**src/rtl/router_pkg.sv**
```systemverilog
// Shared constants for the 1x3 router datapath.
// Byte width and destination address codes carried in header bits [1:0].
package router_pkg;

    localparam int DATA_W = 8;

    localparam logic [1:0] ADDR0    = 2'b00;
    localparam logic [1:0] ADDR1    = 2'b01;
    localparam logic [1:0] ADDR2    = 2'b10;
    localparam logic [1:0] ADDR_INV = 2'b11;

endpackage

```
**src/rtl/router_reg.sv**
```systemverilog
// Router datapath register stage: header capture, FIFO byte stream,
// full-hold byte and running parity check against the trailing byte.
module router_reg #(
    parameter int DATA_W = router_pkg::DATA_W
) (
    input  logic              clk,
    input  logic              resetn,
    input  logic              packet_valid,
    input  logic [DATA_W-1:0] data_in,
    input  logic              fifo_full,
    input  logic              detect_add,
    input  logic              lfd_state,
    input  logic              ld_state,
    input  logic              laf_state,
    input  logic              full_state,
    input  logic              rst_int_reg,
    output logic [DATA_W-1:0] dout,
    output logic              parity_done,
    output logic              low_packet_valid,
    output logic              err
);

    import router_pkg::*;

    logic [DATA_W-1:0] hdr_q, hdr_d;
    logic [DATA_W-1:0] hold_q, hold_d;
    logic [DATA_W-1:0] int_par_q, int_par_d;
    logic [DATA_W-1:0] pkt_par_q, pkt_par_d;
    logic [DATA_W-1:0] dout_q, dout_d;
    logic              parity_done_q, parity_done_d;
    logic              lpv_q, lpv_d;
    logic              err_q, err_d;

    logic hdr_ok;
    logic ld_take;
    logic ld_park;
    logic laf_par;
    logic par_mismatch;

    assign hdr_ok  = detect_add && packet_valid
                     && (data_in[1:0] != ADDR_INV);
    assign ld_take = ld_state && !fifo_full;
    assign ld_park = ld_state && fifo_full;
    // A parked parity byte is released once, on the first laf cycle.
    assign laf_par = laf_state && lpv_q && !parity_done_q;

    assign par_mismatch = (int_par_q != pkt_par_q);

    always_comb begin
        hdr_d         = hdr_q;
        hold_d        = hold_q;
        int_par_d     = int_par_q;
        pkt_par_d     = pkt_par_q;
        dout_d        = dout_q;
        parity_done_d = parity_done_q;
        lpv_d         = lpv_q;
        err_d         = err_q;

        if (!full_state) begin
            if (hdr_ok) begin
                hdr_d = data_in;
            end

            if (detect_add) begin
                int_par_d = '0;
            end else if (lfd_state) begin
                int_par_d = int_par_q ^ hdr_q;
            end else if (ld_take && packet_valid) begin
                int_par_d = int_par_q ^ data_in;
            end else if (laf_state && !lpv_q) begin
                int_par_d = int_par_q ^ hold_q;
            end

            if (detect_add) begin
                parity_done_d = 1'b0;
            end else if (ld_take && !packet_valid) begin
                parity_done_d = 1'b1;
            end else if (laf_par) begin
                parity_done_d = 1'b1;
            end

            if (ld_take && !packet_valid) begin
                pkt_par_d = data_in;
            end else if (laf_par) begin
                pkt_par_d = hold_q;
            end

            if (lfd_state) begin
                dout_d = hdr_q;
            end else if (ld_take) begin
                dout_d = data_in;
            end else if (laf_state) begin
                dout_d = hold_q;
            end

            if (ld_park) begin
                hold_d = data_in;
            end

            if (ld_state && !packet_valid) begin
                lpv_d = 1'b1;
            end else if (rst_int_reg) begin
                lpv_d = 1'b0;
            end

            // err holds from check_parity_error until the next first byte.
            if (rst_int_reg) begin
                err_d = par_mismatch;
            end else if (lfd_state) begin
                err_d = 1'b0;
            end
        end
    end

    always_ff @(posedge clk or negedge resetn) begin
        if (!resetn) begin
            hdr_q         <= '0;
            hold_q        <= '0;
            int_par_q     <= '0;
            pkt_par_q     <= '0;
            dout_q        <= '0;
            parity_done_q <= 1'b0;
            lpv_q         <= 1'b0;
            err_q         <= 1'b0;
        end else begin
            hdr_q         <= hdr_d;
            hold_q        <= hold_d;
            int_par_q     <= int_par_d;
            pkt_par_q     <= pkt_par_d;
            dout_q        <= dout_d;
            parity_done_q <= parity_done_d;
            lpv_q         <= lpv_d;
            err_q         <= err_d;
        end
    end

    assign dout             = dout_q;
    assign parity_done      = parity_done_q;
    assign low_packet_valid = lpv_q;
    assign err              = err_q;

endmodule

```
**config.mk**
```make
export PLATFORM = sky130hd
export DESIGN_NAME = router_reg
export DESIGN_NICKNAME = d
export VERILOG_FILES = /design/src/rtl/router_pkg.sv /design/src/rtl/router_reg.sv
export SDC_FILE = /design/constraint.sdc
export NUM_CORES = 1
export LEC_CHECK = 0
export BUFFER_PORTS_ARGS = -buffer_cell sky130_fd_sc_hd__buf_4
export CORE_MARGIN = 1
export CORE_UTILIZATION = 52
export CTS_CLUSTER_DIAMETER = 50
export DETAILED_ROUTE_END_ITERATION = 12
export GPL_TIMING_DRIVEN = 0
export PLACE_DENSITY = 0.79
export SYNTH_ARGS = -nofsm -noshare
export SYNTH_HDL_FRONTEND = slang
export SYNTH_SLANG_ARGS = --single-unit
```
**constraint.sdc**
```tcl
create_clock -name clk -period 1.34 [get_ports clk]
set_input_delay 0 -clock clk [delete_from_list [all_inputs] [get_ports clk]]
set_output_delay 0 -clock clk [all_outputs]
set_load 0.02 [all_outputs]
```
# Word level (Yosys, flattened, before mapping)
# Index checks and enable logic that the tools add are counted.
[totals] ff_bits=43 latch_bits=0 ramBits=0 rom_bits=0 in_bits=18 word_cells=58 n_memories=0
[classes] add_sub_neg=0 n_mul=0 div=0 magnitude_cmp=0 eq_ne=2 shifts=0 mux=16 bitwise=4 reduce_logical=28
[ops] operator="$mux W8" n=9
[ops] operator="$xor A8 B8 Y8" n=3
[ops] operator="$reduce_and A2 Y1" n=8
[ops] operator="$logic_and A1 B1 Y1" n=10
[ops] operator="$ne A8 B8 Y1" n=1
[ops] operator="$mux W1" n=7
[ops] operator="$reduce_bool A2 Y1" n=3
[ops] operator="$reduce_bool A3 Y1" n=2
[ops] operator="$logic_not A1 Y1" n=4
[ops] operator="$reduce_bool A4 Y1" n=1
[ops] operator="$ne A2 B2 Y1 const B" n=1
[ops] operator="$not A1 Y1" n=1

# Longest topological paths before layout
# Gate-level depths: netlist of the first run.
[depth] depth_word=6 ltp_mapped=6 mapped_depth_nobuf=4

# Worst setup path after synthesis of the first run
# Ideal clock, no wire load.
[synth_path] path_type="flip-flop to flip-flop" start="register lpv_q, in the netlist low_packet_valid" end="register int_par_q[6]" setup_ps=131 arrival_time_ps=1317 slack_ps=-108 stages_incl_launch_ff=6 n_path_buf=1 cell_sequence="dfrtp_1 -> nor2b_1 -> a2111oi_4 -> buf_6 -> or3_1 -> nand3_1"
[synth_via] elab_chain_len=4
[synth_rtl] item="start: declaration" line="router_reg.sv:31" source="logic lpv_q, lpv_d;"
[synth_rtl] item="start signal: assignment" line="router_reg.sv:132" source="lpv_q <= lpv_d;"
[synth_rtl] item="$logic_not A1 Y1" line="router_reg.sv:70" source="end else if (laf_state && !lpv_q) begin"
[synth_rtl] item="$logic_and A1 B1 Y1" line="router_reg.sv:70"
[synth_rtl] item="$reduce_bool A4 Y1 (no line)"
[synth_rtl] item="$reduce_and A2 Y1 (no line)"
[synth_rtl] item="end signal: assignment" line="router_reg.sv:128" source="int_par_q <= int_par_d;"
[synth_rtl] item="end: declaration" line="router_reg.sv:27" source="logic [DATA_W-1:0] int_par_q, int_par_d;"
# No other way between the ends.
# A chain may end at the register's enable or synchronous reset.

# Final worst setup path of the first run
[layout_path] start="register int_par_q[4]" end="register int_par_q[4]"
[layout_via] elab_chain_len=5 word_cells_on_any_way=7
[layout_rtl] item="$xor A8 B8 Y8" line="router_reg.sv:71" source="int_par_d = int_par_q ^ hold_q;"
[layout_rtl] item="$mux W8" line="router_reg.sv:70"
[layout_rtl] item="$mux W8" line="router_reg.sv:68" source="end else if (ld_take && packet_valid) begin"
[layout_rtl] item="$mux W8 *" line="router_reg.sv:66" source="end else if (lfd_state) begin"
[layout_rtl] item="$mux W8 *" line="router_reg.sv:64" source="if (detect_add) begin"
# Mark *: on every way between the ends. The rest lies on a longest branch, timed or not. The select of a mux whose other input is x is not followed.

==> out/metrics.json, run 1 <==
{
  "critical_path": {
    "setup.worst_path.end_class": "flop",
    "critical_path.startpoint_type": "flop",
    "worst_ep_arrival_time_ns": 1.60,
    "critPathRequiredTime_ns": 1.57,
    "path_max_fanout": 2,
    "critPathKind": "reg -> reg"
  },
  "route": {
    "drcViolationCount": 0,
    "final_antenna_net_count": 0,
    "wl_per_cell_um": 17.0,
    "via_count": 1971,
    "routed_wl_mm": 5.71,
    "vias_per_cell": 5.87,
    "first_iter_violations": 137,
    "firstDrtPassIters": 6
  },
  "power": {
    "vdd.ir_drop.worst_mv": 0.987,
    "pwr_density_cell_nw_per_um2": 1370,
    "leakage_nw": 1.31
  },
  "sta": {
    "max-slew-margin-rel_pct": 63.3,
    "post-route-worst-setup-slack_ns": -0.0297,
    "skew_ns": 0.00636,
    "period_share_pct": 102,
    "slew_violations": 0,
    "hold_violations": 0,
    "setup-tns-final_ns": -0.0318,
    "worst_hold_margin_ns": 0.0139,
    "finalSetupViolCount": 2,
    "fmaxAchievable_ghz": 0.730,
    "worst_pin_slew_ns": 0.550,
    "grt_setup_unrepaired": "yes",
    "fin_crit_ns": 1.37
  },
  "floorplanning": {
    "initial_core_util_pct": 54.1,
    "std_cell_rows": 24,
    "floorplan.die_area_sq_um": 4840,
    "core_region_area_sq_um": 4380,
    "die_h_um": 69.5,
    "fp.dieW_um": 69.5,
    "io_pins": 29
  },
  "layout": {
    "leading_cell_type_in_the_layout_fill_and_taps_excluded": "sky130_fd_sc_hd__buf_4",
    "fillers": 335,
    "fin_nets": 302,
    "areaGrowthSynthToFinish_pct": 25.4,
    "final-seq-area_sq_um": 1080,
    "multiInputGateArea_sq_um": 1230,
    "drive_gt1_share_pct": 28.5,
    "mostFrequentLayoutCells": "sky130_fd_sc_hd__buf_4, sky130_fd_sc_hd__dfrtp_1, sky130_fd_sc_hd__nand2_1",
    "antenna_cells": 0
  },
  "clock_tree": {
    "clock-root-buffer": "sky130_fd_sc_hd__clkbuf_8",
    "h_tree_level_count": 2,
    "cts.sink_count": 43,
    "cts_buffers": 5,
    "tritoncts": "built",
    "clk_path_buf_depth": 2,
    "worstSkewPairLatency_ns": 0.30,
    "cts.clk_slew.worst_paths_ns": 0.07
  },
  "yosys": {
    "sequential_to_total_area_share_from_yosys_stat_pct": 45.4,
    "mappedNetlistNets": 243,
    "netlist-cell-type-count": 32,
    "synth_area_per_cell_sq_um": 10.5,
    "biggest_area_consumer_among_synthesized_cells": "sky130_fd_sc_hd__dfrtp_1",
    "synth.top_cells.by_area": "sky130_fd_sc_hd__dfrtp_1, sky130_fd_sc_hd__mux2_2, sky130_fd_sc_hd__and2_1, sky130_fd_sc_hd__mux2i_1, sky130_fd_sc_hd__a221oi_1",
    "yosys.area.top_type_share_pct": 45.4,
    "ys_ff_latch": 43,
    "post_synth_inst_count": 225,
    "synthesis.yosys.warnings": 0,
    "summed_instance_area_of_the_synthesized_netlist_sq_um": 2370
  },
  "placed_design": {
    "dp_slack_ns": -0.0921,
    "gp_congestion": 0.829,
    "dp_hpwl_mm": 3.91,
    "port-buffer-count": 28
  },
  "outcome": {
    "violated_checks": "negative setup slack",
    "run_status": "complete, but fails checks"
  },
  "grt": {
    "grt_first_pass_wirelength_mm": 9.55,
    "grt_max_degree": 44,
    "via_count_of_the_first_global_routing_pass": 1982,
    "grt.total_usage_pct": 25.6,
    "globalRoute.totalOverflow": 0,
    "initial_antenna_violation_count": 0
  },
  "run": {
    "max-cap-violations": 0
  },
  "worst_hold_path": {
    "min_path_type": "in -> reg"
  }
}
layout make-up:
cell class                      instances  share of cell area, %
Buffer                                 11                   2.86
Inverter                                2                  0.252
Tap cell                               52                   2.19
Clock inverter                          1                   1.01
Sequential cell                        43                   36.2
Multi-Input combinational cell        169                   41.2
Timing Repair Buffer                   52                   13.8
Clock buffer                            6                   2.44
routing by layer:
layer	up-vias	global-route usage, %	share of wire (%)
li1	957	-	-
met1	963	34.9	48
met2	44	41.4	48
met3	7	5.67	3.2
met4	0	7.03	1.1
met5	-	0	0
power breakdown:
group          switching (mW)  internal [mW]  total [mW]
Clock                   0.428          0.546       0.974
Combinational           0.627          0.663        1.29
Sequential              0.213           1.60        1.82
Total                    1.27           2.81        4.08
worst max-delay path: stages, from the launching register on:
cell                      delay (ns)
sky130_fd_sc_hd__dfrtp_1        0.39
sky130_fd_sc_hd__or4_1          0.50
sky130_fd_sc_hd__or3_1          0.32
sky130_fd_sc_hd__nand3_1        0.09
through the flow:
step                util (%)  std cells  power [mW]  cell area [sq um]
finish                  67.8        336        4.08               2970
CTS                     66.5        329        4.02               2920
global route            67.8        336        4.32               2970
floorplan                  -        225        2.55               2380
detailed placement      60.5        305        2.92               2650
global placement        60.5        305        2.87               2650
logic make-up after synthesis:
logic type	share of synthesized area (%)
AO/OA/AOI/OAI	15.9
XOR/XNOR	2.95
buffers and inverters	3.90
flip-flops	45.4
multiplexers	11.0
AND/OR/NAND/NOR	20.9
final timing paths:
kind                                     startpoint                            to  cells past startpoint  slack [ns]
setup / recovery           int_par_q[4]$_DFFE_PN0P_      int_par_q[4]$_DFFE_PN0P_                      3       -0.03
hold / removal                          rst_int_reg               err$_DFFE_PN0P_                      3        0.01
setup reg to reg           int_par_q[4]$_DFFE_PN0P_      int_par_q[4]$_DFFE_PN0P_                      3       -0.03
hold reg to reg                 dout[4]$_DFFE_PN0P_           dout[4]$_DFFE_PN0P_                      2        0.49
max in group asynchronous                    resetn  low_packet_valid$_DFFE_PN0P_                      2        0.71
min in group asynchronous                    resetn      int_par_q[6]$_DFFE_PN0P_                      2        0.23
flip-flops by register name, summed over array words and instances (netlist names):
signal and count:
pkt_par_q 8, hold_q 8, dout 8, err 1, parity_done 1, int_par_q 8, low_packet_valid 1, hdr_q 8
timing repair:
action                                  CTS  global route
gates resized for setup                   2             1
hold buffers                              9             0
pin swaps                                 0             4
endpoints found under the setup margin    8            12
endpoints found under the hold margin    59             0
setup buffers                             8             7
cloned                                    0             1
Yosys cell counts:
master and number:
sky130_fd_sc_hd__a21o_1 1, sky130_fd_sc_hd__a221oi_1 8, sky130_fd_sc_hd__nor2_1 14, sky130_fd_sc_hd__o21ai_0 3, sky130_fd_sc_hd__or3b_1 1, sky130_fd_sc_hd__nand4_1 2
sky130_fd_sc_hd__or4_1 8, sky130_fd_sc_hd__buf_6 5, sky130_fd_sc_hd__buf_2 2, sky130_fd_sc_hd__or3_1 8, sky130_fd_sc_hd__a211oi_1 8, sky130_fd_sc_hd__nor2b_1 10
sky130_fd_sc_hd__dfrtp_1 43, sky130_fd_sc_hd__buf_1 1, sky130_fd_sc_hd__nand3_1 8, sky130_fd_sc_hd__nand2b_1 2, sky130_fd_sc_hd__mux2i_1 8, sky130_fd_sc_hd__a21oi_2 1
sky130_fd_sc_hd__inv_1 2, sky130_fd_sc_hd__nand2_1 17, sky130_fd_sc_hd__xnor2_1 8, sky130_fd_sc_hd__o311ai_1 8, sky130_fd_sc_hd__nand3_2 1, sky130_fd_sc_hd__o31ai_1 9
sky130_fd_sc_hd__a21oi_1 7, sky130_fd_sc_hd__mux2_2 16, sky130_fd_sc_hd__and2_1 16, sky130_fd_sc_hd__a2111oi_4 1, sky130_fd_sc_hd__nand3b_1 3, sky130_fd_sc_hd__buf_4 1
sky130_fd_sc_hd__a21oi_4 1, sky130_fd_sc_hd__clkbuf_1 2
Power figures use the tool's default switching activity.
==> run 2: changes to the inputs <==
--- a/config.mk
+++ b/config.mk
@@ -7,11 +7,12 @@
 export LEC_CHECK = 0
 export BUFFER_PORTS_ARGS = -buffer_cell sky130_fd_sc_hd__buf_4
 export CORE_MARGIN = 1
-export CORE_UTILIZATION = 52
+export CORE_UTILIZATION = 54
+export CTS_BUF_LIST = sky130_fd_sc_hd__clkbuf_4 sky130_fd_sc_hd__clkbuf_8
 export CTS_CLUSTER_DIAMETER = 50
 export DETAILED_ROUTE_END_ITERATION = 12
 export GPL_TIMING_DRIVEN = 0
-export PLACE_DENSITY = 0.79
+export PLACE_DENSITY = 0.82
 export SYNTH_ARGS = -nofsm -noshare
 export SYNTH_HDL_FRONTEND = slang
 export SYNTH_SLANG_ARGS = --single-unit
==> run 2 against run 1 <==
Critical path depth did not move; the run still ends with negative setup slack left; register-to-register slack barely moved; worst hold slack improved by 0.089 ns; largest power group unchanged; final cell count fell by 1.2%; global-route usage rose by 5.8 points; sequential power barely moved; worst setup slack got worse by 0.0086 ns; via count rose by 3.0%; maximum frequency fell by 0.62%; wire length rose by 12%.
==> out/metrics.json, run 2 (synthesized netlist as in run 1, its figures left out) <==
{
  "route": {
    "drcViolationCount": {"value": 0, "change": "unchanged"},
    "firstDrtPassIters": {"value": 4, "change": "-2"},
    "first_iter_violations": {"value": 191, "change": "+39%"},
    "final_antenna_net_count": {"value": 0, "change": "unchanged"},
    "wl_per_cell": {"value": 19.3, "unit": "um", "change": "+13%"},
    "via_count": {"value": 2030, "change": "+3.0%"},
    "vias_per_cell": {"value": 6.11, "change": "+4.2%"},
    "routed_wl": {"value": 6.39, "unit": "mm", "change": "+12%"}
  },
  "critical_path": {
    "slowest_delay": {"value": 0.48, "unit": "ns", "change": "-0.02 ns"},
    "critPathRequiredTime": {"value": 1.59, "unit": "ns", "change": "+0.02 ns"},
    "critPathKind": "reg -> reg",
    "timing.reg2reg.setup_slack": {"value": -0.04, "unit": "ns", "change": "about the same"},
    "combined_buffer_and_inverter_count_along_the_critical_path": {"value": 0, "change": "unchanged"},
    "path_max_fanout": {"value": 2, "change": "unchanged"},
    "slowest_stage": "sky130_fd_sc_hd__or4_1",
    "r2r_start": "int_par_q[6]$_DFFE_PN0P_",
    "critical_path.startpoint_type": "flop",
    "worst_ep_arrival_time": {"value": 1.63, "unit": "ns", "change": "+0.03 ns"},
    "setup.worst_path.end_class": "flop",
    "worst_path_dominant_cell_family": "simple AND/OR/NAND/NOR gates",
    "reg2regPathDepth": {"value": 3, "change": "unchanged"},
    "cp_cell_sequence": "or4_1, or3_1, nand3_1",
    "rr_endpoint": "int_par_q[6]$_DFFE_PN0P_"
  },
  "grt": {
    "grt.busiest_layer": "met2",
    "gr-usage-met2": {"value": 50.7, "unit": "%", "change": "+9.3 points"},
    "grt_first_pass_wirelength": {"value": 9.98, "unit": "mm", "change": "+4.5%"},
    "globalRoute.totalOverflow": {"value": 0, "change": "unchanged"},
    "initial_antenna_violation_count": {"value": 0, "change": "unchanged"},
    "global_routing_met1_resource_utilization": {"value": 40.9, "unit": "%", "change": "+6.0 points"},
    "grt.total_usage": {"value": 31.4, "unit": "%", "change": "+5.8 points"},
    "via_count_of_the_first_global_routing_pass": {"value": 1971, "change": "-0.55%"},
    "use_met3": {"value": 5.33, "unit": "%", "change": "-0.34 points"},
    "grt_max_degree": {"value": 44, "change": "unchanged"}
  },
  "clock_tree": {
    "cts_buffers": {"value": 5, "change": "unchanged"},
    "tritoncts": "built",
    "h_tree_level_count": {"value": 2, "change": "unchanged"},
    "clk_path_buf_depth": {"value": 2, "change": "unchanged"},
    "cts.clk_slew.worst_paths": {"value": 0.08, "unit": "ns", "change": "about the same"},
    "clock-root-buffer": "sky130_fd_sc_hd__clkbuf_8",
    "cts.sink_count": {"value": 43, "change": "unchanged"},
    "worstSkewPairLatency": {"value": 0.31, "unit": "ns", "change": "about the same"}
  },
  "sta": {
    "fmaxAchievable": {"value": 0.726, "unit": "GHz", "change": "-0.62%"},
    "post-route-worst-setup-slack": {"value": -0.0383, "unit": "ns", "change": "-0.00858 ns"},
    "fin_crit": {"value": 1.38, "unit": "ns", "change": "+0.00858 ns"},
    "finalSetupViolCount": {"value": 5, "change": "+3"},
    "skew": {"value": 0.00678, "unit": "ns", "change": "+0.000418 ns"},
    "max-slew-margin-rel": {"value": 63.8, "unit": "%", "change": "+0.46 points"},
    "period_share": {"value": 103, "unit": "%", "change": "+0.64 points"},
    "slew_violations": {"value": 0, "change": "unchanged"},
    "worst_hold_margin": {"value": 0.103, "unit": "ns", "change": "+0.0888 ns"},
    "hold_violations": {"value": 0, "change": "unchanged"},
    "grt_setup_unrepaired": "yes",
    "worst_pin_slew": {"value": 0.543, "unit": "ns", "change": "-0.00693 ns"}
  },
  "outcome": {
    "run_status": "complete, but fails checks",
    "violated_checks": "negative setup slack"
  },
  "floorplanning": {
    "initial_core_util": {"value": 57.6, "unit": "%", "change": "+3.5 points"},
    "core_region_area": {"value": 4120, "unit": "sq um", "change": "-6.1%"},
    "fp.dieW": {"value": 68.3, "unit": "um", "change": "-1.8%"},
    "std_cell_rows": {"value": 23, "change": "-4.2%"},
    "io_pins": {"value": 29, "change": "unchanged"},
    "floorplan.die_area": {"value": 4660, "unit": "sq um", "change": "-3.6%"},
    "die_h": {"value": 68.3, "unit": "um", "change": "-1.8%"}
  },
  "power": {
    "vdd.ir_drop.worst": {"value": 0.633, "unit": "mV", "change": "-36%"},
    "pwr_density_cell": {"value": 1360, "unit": "nW/um^2", "change": "-0.82%"},
    "leakage": {"value": 1.31, "unit": "nW", "change": "-0.55%"}
  },
  "worst_hold_path": {
    "min_delay_worst_endpoint": "int_par_q[7]$_DFFE_PN0P_",
    "hold_start": "full_state",
    "hold_path_depth": {"value": 4, "change": "+1"},
    "min_path_type": "in -> reg"
  },
  "layout": {
    "fillers": {"value": 317, "change": "-5.4%"},
    "drive_gt1_share": {"value": 29.4, "unit": "%", "change": "+0.91 points"},
    "mostFrequentLayoutCells": "sky130_fd_sc_hd__dfrtp_1, sky130_fd_sc_hd__buf_4, sky130_fd_sc_hd__nand2_1",
    "leading_cell_type_in_the_layout_fill_and_taps_excluded": "sky130_fd_sc_hd__dfrtp_1",
    "antenna_cells": {"value": 0, "change": "unchanged"},
    "areaGrowthSynthToFinish_pct": 25.9,
    "final-instance-count-excl-fill": {"value": 332, "change": "-1.2%"},
    "fin_nets": {"value": 299, "change": "-0.99%"}
  },
  "placed_design": {
    "numPlacedInstances": {"value": 303, "change": "-0.66%"},
    "gp_congestion": {"value": 0.886, "change": "+6.9%"},
    "port-buffer-count": {"value": 28, "change": "unchanged"},
    "dp_hpwl": {"value": 4.09, "unit": "mm", "change": "+4.7%"}
  },
  "run": {
    "max-cap-violations": {"value": 0, "change": "unchanged"}
  }
}
==> run 2: cell type report <==
type / count / area, sq um / share of cell area, %
inverter: 2 / 7.51 / 0.251
clock buffer: 8 / 104 / 3.48
multi-input combinational: 169 / 1260 / 42.0
sequential: 43 / 1080 / 36.1
timing repair buffer: 49 / 395 / 13.2
buffer: 11 / 85.1 / 2.85
tap: 50 / 62.6 / 2.09
==> run 2: worst max path at each step <==
| stage | startpoint | end | slack, ns | cells past startpoint |
|---|---|---|---|---|
| 2_1_floorplan | int_par_q[0]$_DFFE_PN0P_ | int_par_q[0]$_DFFE_PN0P_ | 0.03 | 3 |
| 3_3_place_gp | full_state | hold_q[3]$_DFFE_PN0P_ | -0.15 | 4 |
| 3_5_place_dp | full_state | hold_q[4]$_DFFE_PN0P_ | -0.14 | 4 |
| 4_1_cts | low_packet_valid$_DFFE_PN0P_ | int_par_q[6]$_DFFE_PN0P_ | -0.04 | 5 |
| 5_1_grt | int_par_q[0]$_DFFE_PN0P_ | int_par_q[0]$_DFFE_PN0P_ | -0.08 | 3 |
| 6_report | int_par_q[6]$_DFFE_PN0P_ | int_par_q[6]$_DFFE_PN0P_ | -0.04 | 3 |
==> run 2: what timing repair did <==
action,4_1_cts,5_1_grt
endpoints found under the hold margin,61,0
buffers inserted,10,0
hold buffers,11,0
pin swaps,4,3
setup endpoints to repair,9,8
resized for setup,1,7
==> run 2: stage by stage <==
step	TNS [ns]	power [mW]	util [%]	setup slack, ns	area, sq um
after floorplan	0	2.55	-	0.0301	2380
after global placement	-3.02	2.89	64.4	-0.145	2650
after detailed placement	-3.29	2.94	64.4	-0.144	2650
after CTS	-0.204	4.02	71.6	-0.0351	2950
after global routing	-0.498	4.27	72.6	-0.0802	2990
final	-0.111	4.06	72.6	-0.0383	2990
==> run 2: worst min-delay path, cell delays in order <==
cell	delay, ns
sky130_fd_sc_hd__buf_4	0.12
sky130_fd_sc_hd__or4_1	0.10
sky130_fd_sc_hd__or3_1	0.09
sky130_fd_sc_hd__nand3_1	0.06
==> run 2: per-layer routing <==
metal	vias up	share of wire, %
li1	945	-
met3	17	7.7
met5	-	0
met2	86	48
met1	982	42
met4	0	2.4
==> run 2: where the power goes <==
group | internal (mW) | switching, mW
registers | 1.60 | 0.221
logic | 0.641 | 0.645
clock network | 0.491 | 0.465
total | 2.73 | 1.33
==> run 3: changes to the inputs <==
--- a/config.mk
+++ b/config.mk
@@ -11,8 +11,8 @@
 export CTS_BUF_LIST = sky130_fd_sc_hd__clkbuf_4 sky130_fd_sc_hd__clkbuf_8
 export CTS_CLUSTER_DIAMETER = 50
 export DETAILED_ROUTE_END_ITERATION = 12
-export GPL_TIMING_DRIVEN = 0
 export PLACE_DENSITY = 0.82
+export SETUP_SLACK_MARGIN = 0.1
 export SYNTH_ARGS = -nofsm -noshare
 export SYNTH_HDL_FRONTEND = slang
 export SYNTH_SLANG_ARGS = --single-unit
==> run 3 against run 2 <==
The flow still finishes with violations (negative setup slack); highest routed layer unchanged; utilization up 8.4 points; non-clock buffer count is 21 higher; maximum frequency is 7.3% lower; critical path type unchanged; critical path depth unchanged; worst setup slack worse by 0.11 ns; wire length increased by 15%.
==> out/metrics.json, run 3 (synthesized netlist as in run 1, its figures left out) <==
{
  "outcome": {
    "run_status": "complete, but fails checks",
    "violated_checks": "negative setup slack"
  },
  "layout": {
    "mostFrequentLayoutCells": "sky130_fd_sc_hd__buf_4, sky130_fd_sc_hd__dfrtp_1, sky130_fd_sc_hd__nand2_1",
    "antenna_cells": {"value": 0, "change": "unchanged"},
    "leading_cell_type_in_the_layout_fill_and_taps_excluded": "sky130_fd_sc_hd__buf_4",
    "areaGrowthSynthToFinish_pct": 40.6,
    "fin_nets": {"value": 320, "change": "+7.0%"},
    "final-instance-count-excl-fill": {"value": 353, "change": "+6.3%"},
    "drive_gt1_share": {"value": 41.6, "unit": "%", "change": "+12 points"},
    "final_util": {"value": 81.0, "unit": "%", "change": "+8.4 points"}
  },
  "sta": {
    "grt_setup_unrepaired": "yes",
    "skew": {"value": 0.0162, "unit": "ns", "change": "+0.00944 ns"},
    "post-route-worst-setup-slack": {"value": -0.146, "unit": "ns", "change": "-0.108 ns"},
    "setup-tns-final": {"value": -0.493, "unit": "ns", "change": "-0.382 ns"},
    "fin_crit": {"value": 1.49, "unit": "ns", "change": "+0.108 ns"},
    "slew_violations": {"value": 0, "change": "unchanged"},
    "period_share": {"value": 111, "unit": "%", "change": "+8.1 points"},
    "hold_violations": {"value": 0, "change": "unchanged"},
    "fmaxAchievable": {"value": 0.673, "unit": "GHz", "change": "-7.3%"},
    "max-slew-margin-rel": {"value": 64.0, "unit": "%", "change": "+0.26 points"},
    "finalSetupViolCount": {"value": 13, "change": "+8"},
    "worst_hold_margin": {"value": 0.0810, "unit": "ns", "change": "-0.0217 ns"},
    "worst_pin_slew": {"value": 0.539, "unit": "ns", "change": "-0.00386 ns"}
  },
  "clock_tree": {
    "cts_buffers": {"value": 5, "change": "unchanged"},
    "cts.sink_count": {"value": 43, "change": "unchanged"},
    "h_tree_level_count": {"value": 2, "change": "unchanged"},
    "clock-root-buffer": "sky130_fd_sc_hd__clkbuf_8",
    "cts.clk_slew.worst_paths": {"value": 0.09, "unit": "ns", "change": "about the same"},
    "clk_path_buf_depth": {"value": 2, "change": "unchanged"},
    "tritoncts": "built",
    "worstSkewPairLatency": {"value": 0.31, "unit": "ns", "change": "about the same"}
  },
  "route": {
    "first_iter_violations": {"value": 239, "change": "+25%"},
    "firstDrtPassIters": {"value": 4, "change": "unchanged"},
    "routed_wl": {"value": 7.34, "unit": "mm", "change": "+15%"},
    "wl_per_cell": {"value": 20.8, "unit": "um", "change": "+7.9%"},
    "highest-signal-layer": "met4",
    "final_antenna_net_count": {"value": 0, "change": "unchanged"},
    "via_count": {"value": 2270, "change": "+12%"},
    "vias_per_cell": {"value": 6.43, "change": "+5.2%"},
    "wl_met1": {"value": 2.78, "unit": "mm", "change": "+3.6%"},
    "met3_wirelength": {"value": 645, "unit": "um", "change": "+32%"},
    "met2_wirelength": {"value": 3.49, "unit": "mm", "change": "+14%"},
    "drcViolationCount": {"value": 0, "change": "unchanged"}
  },
  "critical_path": {
    "reg2regPathDepth": {"value": 3, "change": "unchanged"},
    "critical_path.startpoint_type": "flop",
    "slowest_stage": "sky130_fd_sc_hd__or4_1",
    "slowest_delay": {"value": 0.48, "unit": "ns", "change": "about the same"},
    "cp_cell_sequence": "or4_1, or3_1, nand3_2",
    "critPathKind": "reg -> reg",
    "setup.worst_path.end_class": "flop",
    "rr_endpoint": "int_par_q[0]$_DFFE_PN0P_",
    "timing.reg2reg.setup_slack": {"value": -0.15, "unit": "ns", "change": "-0.11 ns"},
    "r2r_start": "int_par_q[0]$_DFFE_PN0P_",
    "worst_ep_arrival_time": {"value": 1.73, "unit": "ns", "change": "+0.10 ns"},
    "path_max_fanout": {"value": 2, "change": "unchanged"},
    "critPathRequiredTime": {"value": 1.58, "unit": "ns", "change": "about the same"}
  },
  "power": {
    "comb_power_share": {"value": 35.4, "unit": "%", "change": "+3.7 points"},
    "power.share.clock": {"value": 23.0, "unit": "%", "change": "-0.5 points"},
    "switching_share": {"value": 32.7, "unit": "%", "change": "-0.055 points"},
    "vdd.ir_drop.worst": {"value": 0.936, "unit": "mV", "change": "+48%"},
    "intPower": {"value": 3.05, "unit": "mW", "change": "+11%"},
    "sequential_power_share": {"value": 41.5, "unit": "%", "change": "-3.3 points"},
    "pwr_density_cell": {"value": 1360, "unit": "nW/um^2", "change": "-0.26%"},
    "total_switching_power": {"value": 1.48, "unit": "mW", "change": "+11%"},
    "leakage": {"value": 1.48, "unit": "nW", "change": "+13%"}
  },
  "floorplanning": {
    "initial_core_util": {"value": 57.6, "unit": "%", "change": "unchanged"},
    "core_region_area": {"value": 4120, "unit": "sq um", "change": "unchanged"},
    "io_pins": {"value": 29, "change": "unchanged"},
    "fp.dieW": {"value": 68.3, "unit": "um", "change": "unchanged"},
    "std_cell_rows": {"value": 23, "change": "unchanged"},
    "die_h": {"value": 68.3, "unit": "um", "change": "unchanged"},
    "floorplan.die_area": {"value": 4660, "unit": "sq um", "change": "unchanged"}
  },
  "run": {
    "max-cap-violations": {"value": 0, "change": "unchanged"}
  },
  "placed_design": {
    "port-buffer-count": {"value": 28, "change": "unchanged"},
    "gp_congestion": {"value": 0.847, "change": "-4.4%"},
    "numPlacedInstances": {"value": 327, "change": "+7.9%"},
    "dp_hpwl": {"value": 4.36, "unit": "mm", "change": "+6.7%"}
  },
  "worst_hold_path": {
    "min_delay_worst_endpoint": "int_par_q[4]$_DFFE_PN0P_",
    "hold_start": "full_state",
    "hold_path_depth": {"value": 3, "change": "-1"},
    "min_path_type": "in -> reg"
  },
  "grt": {
    "grt.total_usage": {"value": 33.7, "unit": "%", "change": "+2.3 points"},
    "grt_max_degree": {"value": 44, "change": "unchanged"},
    "globalRoute.totalOverflow": {"value": 0, "change": "unchanged"},
    "initial_antenna_violation_count": {"value": 0, "change": "unchanged"},
    "via_count_of_the_first_global_routing_pass": {"value": 2245, "change": "+14%"},
    "grt_first_pass_wirelength": {"value": 11.0, "unit": "mm", "change": "+10%"}
  }
}
run 3: worst max-delay path by stage:
stage	from	depth (start not counted)	slack (ns)	endpoint
floorplan	int_par_q[4]$_DFFE_PN0P_	3	0.03	int_par_q[4]$_DFFE_PN0P_
global placement	ld_state	7	0.01	int_par_q[6]$_DFFE_PN0P_
detailed placement	int_par_q[3]$_DFFE_PN0P_	3	-0.02	int_par_q[3]$_DFFE_PN0P_
CTS	int_par_q[3]$_DFFE_PN0P_	3	-0.04	int_par_q[3]$_DFFE_PN0P_
global route	int_par_q[0]$_DFFE_PN0P_	3	-0.14	int_par_q[0]$_DFFE_PN0P_
finish	int_par_q[0]$_DFFE_PN0P_	3	-0.15	int_par_q[0]$_DFFE_PN0P_
run 3: through the flow:
stage               power [mW]  worst slack [ns]  instance area [sq um]
CTS                       4.34           -0.0355                   3240
global placement          3.06            0.0110                   2860
global route              4.74            -0.141                   3330
detailed placement        3.12           -0.0182                   2860
finish                    4.52            -0.146                   3330
floorplan                 2.55            0.0304                   2380
run 3: routing by layer:
metal	track usage (%)	vias to the layer above
li1	-	994
met1	40.6	1087
met2	54.3	142
met3	8.17	47
met4	20.1	0
met5	0	-
run 3: power groups by stage:
stage	clock network (mW)	logic [mW]	registers (mW)
after floorplan	0	0.663	1.88
after global placement	0	1.24	1.82
after detailed placement	0	1.28	1.83
after CTS	1.05	1.44	1.85
after global routing	1.11	1.72	1.91
final	1.04	1.60	1.88
run 3: final cells by class:
cell class,instances,area (sq um)
repair buffers,81,721
inverters,2,7.51
clock buffers,7,83.8
fillers,220,781
flip-flops and latches,43,1080
multi-input cells,169,1350
well taps,50,62.6
clock inverters,1,30.0
run 3: critical path: cells and delay by family (launching register included):
kind	cells	cell delay (ns)
and+or+nand+nor	3	1.00
DFF	1	0.43
run 3: repair_timing:
| action | in CTS | in global routing |
|---|---|---|
| gates resized for setup | 22 | 18 |
| hold buffers | 11 | 0 |
| pin swaps | 6 | 9 |
| setup buffers | 4 | 2 |
| endpoints found under the hold margin | 59 | 0 |
| setup endpoints to repair | 13 | 18 |
| gates cloned | 1 | 0 |
